==> src/rtl/muldiv_unit.sv <==
// rtl/muldiv_unit.sv - iterative multiply/divide coprocessor holding HI/LO
module muldiv_unit #(
    parameter int WIDTH = 32
) (
    input  logic             clk,
    input  logic             reset,
    input  logic             start,
    input  logic [1:0]       op,
    input  logic [WIDTH-1:0] a,
    input  logic [WIDTH-1:0] b,
    input  logic             wr_hi,
    input  logic             wr_lo,
    input  logic [WIDTH-1:0] wd,
    output logic             busy,
    output logic             done,
    output logic [WIDTH-1:0] hi,
    output logic [WIDTH-1:0] lo
);

    localparam int CW = $clog2(WIDTH);
    localparam logic [CW-1:0] CNT_LAST = CW'(WIDTH - 1);

    typedef enum logic [1:0] {IDLE, CALC, FINISH} state_t;

    state_t             state_q, state_d;
    logic               is_div_q, is_div_d;
    logic               neg_q, neg_d;
    logic               a_neg_q, a_neg_d;
    logic               b_zero_q, b_zero_d;
    logic [WIDTH-1:0]   a_q, a_d;
    logic [WIDTH-1:0]   opnd_q, opnd_d;
    logic [2*WIDTH-1:0] acc_q, acc_d;
    logic [CW-1:0]      cnt_q, cnt_d;
    logic [WIDTH-1:0]   hi_q, hi_d;
    logic [WIDTH-1:0]   lo_q, lo_d;
    logic               busy_q, busy_d;
    logic               done_q, done_d;

    logic               in_sgn, in_a_neg, in_b_neg;
    logic [WIDTH-1:0]   a_mag, b_mag;
    logic [WIDTH:0]     mul_sum;
    logic [2*WIDTH-1:0] mul_next;
    logic [WIDTH:0]     div_shift, div_trial;
    logic               div_ok;
    logic [2*WIDTH-1:0] div_next;
    logic [2*WIDTH-1:0] prod_fix;
    logic [WIDTH-1:0]   quo_fix, rem_fix;

    always_comb begin
        in_sgn   = ~op[0];
        in_a_neg = in_sgn & a[WIDTH-1];
        in_b_neg = in_sgn & b[WIDTH-1];
        a_mag    = in_a_neg ? -a : a;
        b_mag    = in_b_neg ? -b : b;

        // acc holds {partial, multiplier} for multiply and {remainder, quotient} for divide
        mul_sum   = {1'b0, acc_q[2*WIDTH-1:WIDTH]} + {1'b0, (acc_q[0] ? opnd_q : '0)};
        mul_next  = {mul_sum, acc_q[WIDTH-1:1]};
        div_shift = {acc_q[2*WIDTH-1:WIDTH], acc_q[WIDTH-1]};
        div_trial = div_shift - {1'b0, opnd_q};
        div_ok    = ~div_trial[WIDTH];
        div_next  = {(div_ok ? div_trial[WIDTH-1:0] : div_shift[WIDTH-1:0]),
                     acc_q[WIDTH-2:0], div_ok};

        prod_fix = neg_q ? -acc_q : acc_q;
        quo_fix  = neg_q ? -acc_q[WIDTH-1:0] : acc_q[WIDTH-1:0];
        rem_fix  = a_neg_q ? -acc_q[2*WIDTH-1:WIDTH] : acc_q[2*WIDTH-1:WIDTH];
    end

    always_comb begin
        state_d  = state_q;
        is_div_d = is_div_q;
        neg_d    = neg_q;
        a_neg_d  = a_neg_q;
        b_zero_d = b_zero_q;
        a_d      = a_q;
        opnd_d   = opnd_q;
        acc_d    = acc_q;
        cnt_d    = cnt_q;
        hi_d     = hi_q;
        lo_d     = lo_q;
        busy_d   = busy_q;
        done_d   = 1'b0;

        case (state_q)
            IDLE: begin
                if (start) begin
                    is_div_d = op[1];
                    neg_d    = in_a_neg ^ in_b_neg;
                    a_neg_d  = in_a_neg;
                    b_zero_d = (b == '0);
                    a_d      = a;
                    opnd_d   = op[1] ? b_mag : a_mag;
                    acc_d    = {{WIDTH{1'b0}}, (op[1] ? a_mag : b_mag)};
                    cnt_d    = '0;
                    busy_d   = 1'b1;
                    state_d  = CALC;
                end else begin
                    if (wr_hi) hi_d = wd;
                    if (wr_lo) lo_d = wd;
                end
            end
            CALC: begin
                acc_d = is_div_q ? div_next : mul_next;
                cnt_d = cnt_q + CW'(1);
                if (cnt_q == CNT_LAST) state_d = FINISH;
            end
            FINISH: begin
                if (!is_div_q) begin
                    hi_d = prod_fix[2*WIDTH-1:WIDTH];
                    lo_d = prod_fix[WIDTH-1:0];
                end else if (b_zero_q) begin
                    hi_d = a_q;
                    lo_d = '1;
                end else begin
                    hi_d = rem_fix;
                    lo_d = quo_fix;
                end
                done_d  = 1'b1;
                busy_d  = 1'b0;
                state_d = IDLE;
            end
            default: begin
                busy_d  = 1'b0;
                state_d = IDLE;
            end
        endcase
    end

    always_ff @(posedge clk or posedge reset) begin
        if (reset) begin
            state_q  <= IDLE;
            is_div_q <= 1'b0;
            neg_q    <= 1'b0;
            a_neg_q  <= 1'b0;
            b_zero_q <= 1'b0;
            a_q      <= '0;
            opnd_q   <= '0;
            acc_q    <= '0;
            cnt_q    <= '0;
            hi_q     <= '0;
            lo_q     <= '0;
            busy_q   <= 1'b0;
            done_q   <= 1'b0;
        end else begin
            state_q  <= state_d;
            is_div_q <= is_div_d;
            neg_q    <= neg_d;
            a_neg_q  <= a_neg_d;
            b_zero_q <= b_zero_d;
            a_q      <= a_d;
            opnd_q   <= opnd_d;
            acc_q    <= acc_d;
            cnt_q    <= cnt_d;
            hi_q     <= hi_d;
            lo_q     <= lo_d;
            busy_q   <= busy_d;
            done_q   <= done_d;
        end
    end

    assign busy = busy_q;
    assign done = done_q;
    assign hi   = hi_q;
    assign lo   = lo_q;

endmodule

==> config.mk <==
export PLATFORM = sky130hd
export DESIGN_NAME = muldiv_unit
export DESIGN_NICKNAME = d
export VERILOG_FILES = /design/src/rtl/muldiv_unit.sv
export SDC_FILE = /design/constraint.sdc
export NUM_CORES = 1
export LEC_CHECK = 0
export CELL_PAD_IN_SITES_DETAIL_PLACEMENT = 0
export CELL_PAD_IN_SITES_GLOBAL_PLACEMENT = 1
export CORE_MARGIN = 4
export CORE_UTILIZATION = 30
export DETAILED_ROUTE_END_ITERATION = 8
export PLACE_DENSITY = 0.65
export SLEW_MARGIN = 10
export SYNTH_ARGS = -nofsm -noshare
export SYNTH_HDL_FRONTEND = slang
export SYNTH_SLANG_ARGS = --single-unit
==> constraint.sdc <==
create_clock -name clk -period 9 [get_ports clk]
set_clock_uncertainty 0.15 [all_clocks]
set_input_delay 2.7 -clock clk [delete_from_list [all_inputs] [get_ports clk]]
set_output_delay 2.7 -clock clk [all_outputs]
set_load 0.02 [all_outputs]
# == Yosys cells after proc, flatten, opt, wreduce, memory -nomap -nowiden ==
# Index checks and enable logic that the tools add are counted.
# Widths: inputs -> output; s select.
# totals
latch_bits,0
mem_bits_rw,0
wordCells,75
inputBits,103
memories,0
romBits,0
regBits,205
# classes
n_reduce_logical,10
n_mul,0
bitwise,6
n_eq_ne,8
shifts,0
mux,30
n_lt_le_gt_ge,0
div_mod_pow,0
add_sub_neg,8
# ops
operator,n
$mux 32,16
$mux 64,3
$neg 32->32,4
$pmux 32 s2,2
$pmux 64 s2,1
$neg 64->64,1
$add 32x32->33,1
$sub 33x32->33,1
$logic_not 32->1,1
$ne 2x2->1 const B,5
$pmux 5 s2,1
$reduce_and 2->1,4
$reduce_and 3->1,2
$add 5x1->5 const B,1
$eq 5x5->1 const B,1
$mux 5,1
$mux 2,2
$pmux 2 s2,1
$reduce_bool 2->1,2
$not 1->1,3
$and 1x1->1,2
$eq 2x1->1 const B,1
$eq 2x2->1 const B,1
$logic_not 2->1,1
3 further kinds,4

# == Logic depth before layout (Yosys ltp) ==
# logic_depth
word_depth,6
depth_mapped,15
ltp_nobuf,13

# == Least setup slack after synthesis ==
# OpenSTA, ideal clock, no wires.
# synth_timing
kind,input-to-reg
startpoint,input port a[5]
endpoint,register acc_q[29]
cell_stages,8
setup_slack_ps,3973
t_required_ps,8721
arrival_ps,4749
path_buffers,0
setup_time_ps,129
cell_sequence,or4_1 > or3_1 > nand4b_1 > o41ai_1 > xor2_1 > a21oi_1 > a21oi_1 > o21ai_1
# synth_via
elab_chain_cells,5
# synth_lines
element,line_no,text
"start, declared",9,"input logic [WIDTH-1:0] a,"
$neg 32->32,53,a_mag = in_a_neg ? -a : a;
$mux 32,53,
$mux 32,94,"acc_d = {{WIDTH{1'b0}}, (op[1] ? a_mag : b_mag)};"
$mux 64,87,if (start) begin
$pmux 64 s2,85,case (state_q)
"end signal, assigned",139,acc_q <= '0;
"end signal, assigned",153,acc_q <= acc_d;
"end, declared",32,"logic [2*WIDTH-1:0] acc_q, acc_d;"
# Every way passes these cells. The select of a mux whose other input is x is not followed.
# A chain may end at the register's enable or synchronous reset.

# == Worst setup path in the final report ==
# layout_timing
startpoint,input port a[5]
endpoint,register opnd_q[30]
# layout_via
elab_chain_cells,3
# layout_lines
element,line_no,text
$neg 32->32,53,
$mux 32,53,
$mux 32,93,opnd_d = op[1] ? b_mag : a_mag;
"end signal, assigned",152,opnd_q <= opnd_d;
"end, declared",31,"logic [WIDTH-1:0] opnd_q, opnd_d;"
# Every way passes these cells.

==> impl_metrics.csv <==
group,metric,value,unit
status,status,"finished, final reports clean",
clock_tree,insertion_delay,570,ps
detailed_routing,viasPerCell,5.532,
synthesis,synth_top_family_by_area,"compound AO/OA/AOI/OAI gates",
clock_tree,post_cts_buffers,0,
min_path,holdCritStartpoint,"lo[21]",
clock_tree,clockRootBuffer,"clkbuf_16",
timing,fmax,182.6,MHz
synthesis,ys_async_sr_fraction,1.000,
cells_and_area,fin_cells,2993,
pwr,seq_power_share,0.260,
placement,place_congestion,0.9173,
detailed_routing,dr_wl_met3,4200,um
pwr,p_comb_frac,0.600,
detailed_routing,drtIter0Drc,1448,
worst_setup_path,rrSetupSlack,4180,ps
pwr,p_per_area,401.0,mW/mm^2
timing,slew_headroom,0.2479,
clock_tree,cts_hold_buffers,0,
worst_setup_path,endpoint_kind,"register",
synthesis,synth.most_common_cell,"nand2_1",
synthesis,synth_edf_count,0,
detailed_routing,wl,68640,um
global_routing,first_global_vias,15830,
synthesis,syn-num-nets,2332,
synthesis,synth_seq_cells,205,
synthesis,yosysTopAreaCellShare,0.2983,
global_routing,grt_usage,0.2184,
detailed_routing,drc,0,
clock_tree,cts.clk_slew.worst_paths,60,ps
pwr,p_leak,8.252,nW
timing,fin_crit_sh,0.6084,
synthesis,synth_compound_area_frac,0.2358,
placement,portBuffers,168,
worst_setup_path,rr_startpoint,"acc_q[31]",
placement,hpwl,53140,um
floorplan,coreArea,0.05660,sq mm
synthesis,synthTopCellsByArea,"dfrtp_1, o21ai_0, xnor2_1",
worst_setup_path,start_kind,"primary input",
pwr,intPower,0.004172,W
clock_tree,tritoncts,"yes",
clock_tree,cts_resized,0,
detailed_routing,postRouteAntennaNets,0,
cells_and_area,fin_nets,2395,
timing,fin_tns_setup,0,ps
worst_setup_path,cp_data_arrival_time,5760,ps
timing,slew_viol_final,0,
min_path,hold_path_class,"reg2reg",
worst_setup_path,reg2reg_depth,13,
floorplan,chipWidth,247.4,um
global_routing,grt_max_degree,99,
detailed_routing,drt-met1-wl,32530,um
floorplan,die-area,0.06121,sq mm
synthesis,synth-adder-area-share,0.05326,
detailed_routing,first_pass_iters,5,
synthesis,synthesis.instances,2157,
worst_setup_path,cp_max_fo,5,
synthesis,syn_area_per_cell,7.972,sq um
global_routing,grt_pass1_wl,102600,um
pwr,p_sw_frac,0.4892,
timing,worstMarginPinSlew,1128,ps
cells_and_area,antennaDiodeCount,0,
clock_tree,clock_sinks,205,
synthesis,synth_area,0.01720,sq mm
timing,period_minus_slack,5476,ps
synthesis,ys_types,82,
synthesis,synthSimpleGateAreaFrac,0.1805,
clock_tree,cts_buffer_depth,3,
cells_and_area,fin_area,0.02037,sq mm
floorplan,num_rows,87,
floorplan,io_pins,169,
synthesis,synth_top_cell_by_area,"dfrtp_1",
floorplan,initial_utilization,0.3038,
detailed_routing,post_drt_wl_per_cell,22.93,um
synthesis,synthFlopType,"dfrtp_1",
global_routing,overflow,0,
placement,dp.cells,2947,
worst_setup_path,critPathRequiredTime,9280,ps
timing,finalHoldViolations,0,
pwr,p_clk_frac,0.140,
detailed_routing,met2WireLength,29460,um
worst_setup_path,worstSetupPathType,"in2reg",
timing,hold_slack,326.3,ps
global_routing,antenna_found_initial,5,
synthesis,yosysWarnings,0,
placement,dpl_cell_area,0.01945,sq mm
timing,finalSetupViolations,0,
clock_tree,htree_num_levels,1,
detailed_routing,dr.max_layer_used,"met5",
job,maxCapViolations,0,
worst_setup_path,rr_endpoint,"acc_q[32]",
synthesis,yosysSeqAreaShare,0.2983,
pwr,netSwitchingPower,0.003996,W
cells_and_area,fin_util,0.3599,
detailed_routing,vias,16560,
cells_and_area,drive_above_1_share,0.06527,
floorplan,die_h,247.4,um
synthesis,ys_top_cells_by_count,"nand2_1, o21ai_0, dfrtp_1",
timing,rsz0062_at_grt,"false",
clock_tree,cts_buffers,27,
cells_and_area,areaGrowthSynthToFinish,18.46,%
min_path,hold_path_depth,2,
min_path,min_to,"lo[21]",
synthesis,muxShareOfSynthArea,0.08586,
synthesis,synth_xor_area_frac,0.09729,
pwr,ir_drop,0.0002015,V
==> cells by family (layout without fill, tap and decap cells) <==
kind of cell | after synthesis | after routing
AOI/OAI and AO/OA | 671 | 671
and+or+nand+nor | 657 | 657
buffers and inverters | 219 | 299
DFF | 205 | 205
xor gates and xnor gates | 191 | 191
muxes | 142 | 142
adders and majority gates | 72 | 72
==> metrics by stage <==
stage,total power [W],setup slack (ps)
after floorplan,0.005347,554.2
after global placement,0.006920,3055
after detailed placement,0.006975,3004
after CTS,0.008151,3586
after global routing,0.008774,3336
final,0.008168,3524
==> area by class of cell <==
type	count	area [sq um]
clock buffer	36	759.5
clock inverter	10	162.7
fill	5965	36230
inverter	62	240.2
multi-input combinational	1733	11260
sequential	205	5136
tap	756	945.9
timing repair buffer	191	1864
==> sequential cells by signal (all words and copies together), names as in the netlist <==
register / cells
a_q: 32
lo: 32
busy: 1
cnt_q: 5
neg_q: 1
a_neg_q: 1
acc_q: 64
hi: 32
done: 1
opnd_q: 32
is_div_q: 1
b_zero_q: 1
state_q: 2
==> placed cells by master (no fill, tap or decap), drive strengths merged, types with 11 or more instances in the layout <==
cell / count
a21o: 24
o22ai: 47
clkdlybuf4s50: 167
o21ai: 239
nand2b: 30
buf: 24
nor3: 33
clkbuf: 36
or3: 27
nand4: 12
mux2: 44
o21a: 11
a22oi: 21
xnor2: 117
inv: 63
nor2: 199
mux2i: 98
nand2: 224
ha: 70
dfrtp: 205
nor4: 16
o41ai: 16
or4: 14
nor2b: 12
o211ai: 29
a211oi: 16
o31ai: 28
nand3: 35
a21oi: 174
xor2: 74
==> power by group through the flow <==
stage	clock (W)	combinational, W	sequential (W)
detailed placement	0	0.00485	0.00212
CTS	0.00117	0.00488	0.00211
global placement	0	0.00481	0.00211
global route	0.00120	0.00540	0.00217
floorplan	0	0.00352	0.00182
finish	0.00114	0.00490	0.00212
==> layer usage <==
metal	global-route usage	vias to the layer above
met5	0	-
met4	0.06487	10
met3	0.04494	106
met2	0.3308	470
met1	0.3136	8075
li1	-	7896
==> worst max path at each step <==
stage	start	to	slack (ps)	cells after the start
2_1_floorplan	reset	a_neg_q	550	1
3_3_place_gp	a[5]	opnd_q[26]	3050	9
3_5_place_dp	a[5]	opnd_q[30]	3000	9
4_1_cts	a[5]	opnd_q[30]	3590	9
5_1_grt	a[5]	opnd_q[30]	3340	9
6_report	a[5]	opnd_q[30]	3520	9
==> critical path: stages <==
cell and delay (ps):
clkdlybuf4s50_1 490, or4_1 600, nor3_1 470, nand3b_1 320, nor2_1 410, a21oi_1 150, xnor2_1 220, mux2i_1 100
mux2_2 300
Note: power is estimated with default switching activity, not from simulation.
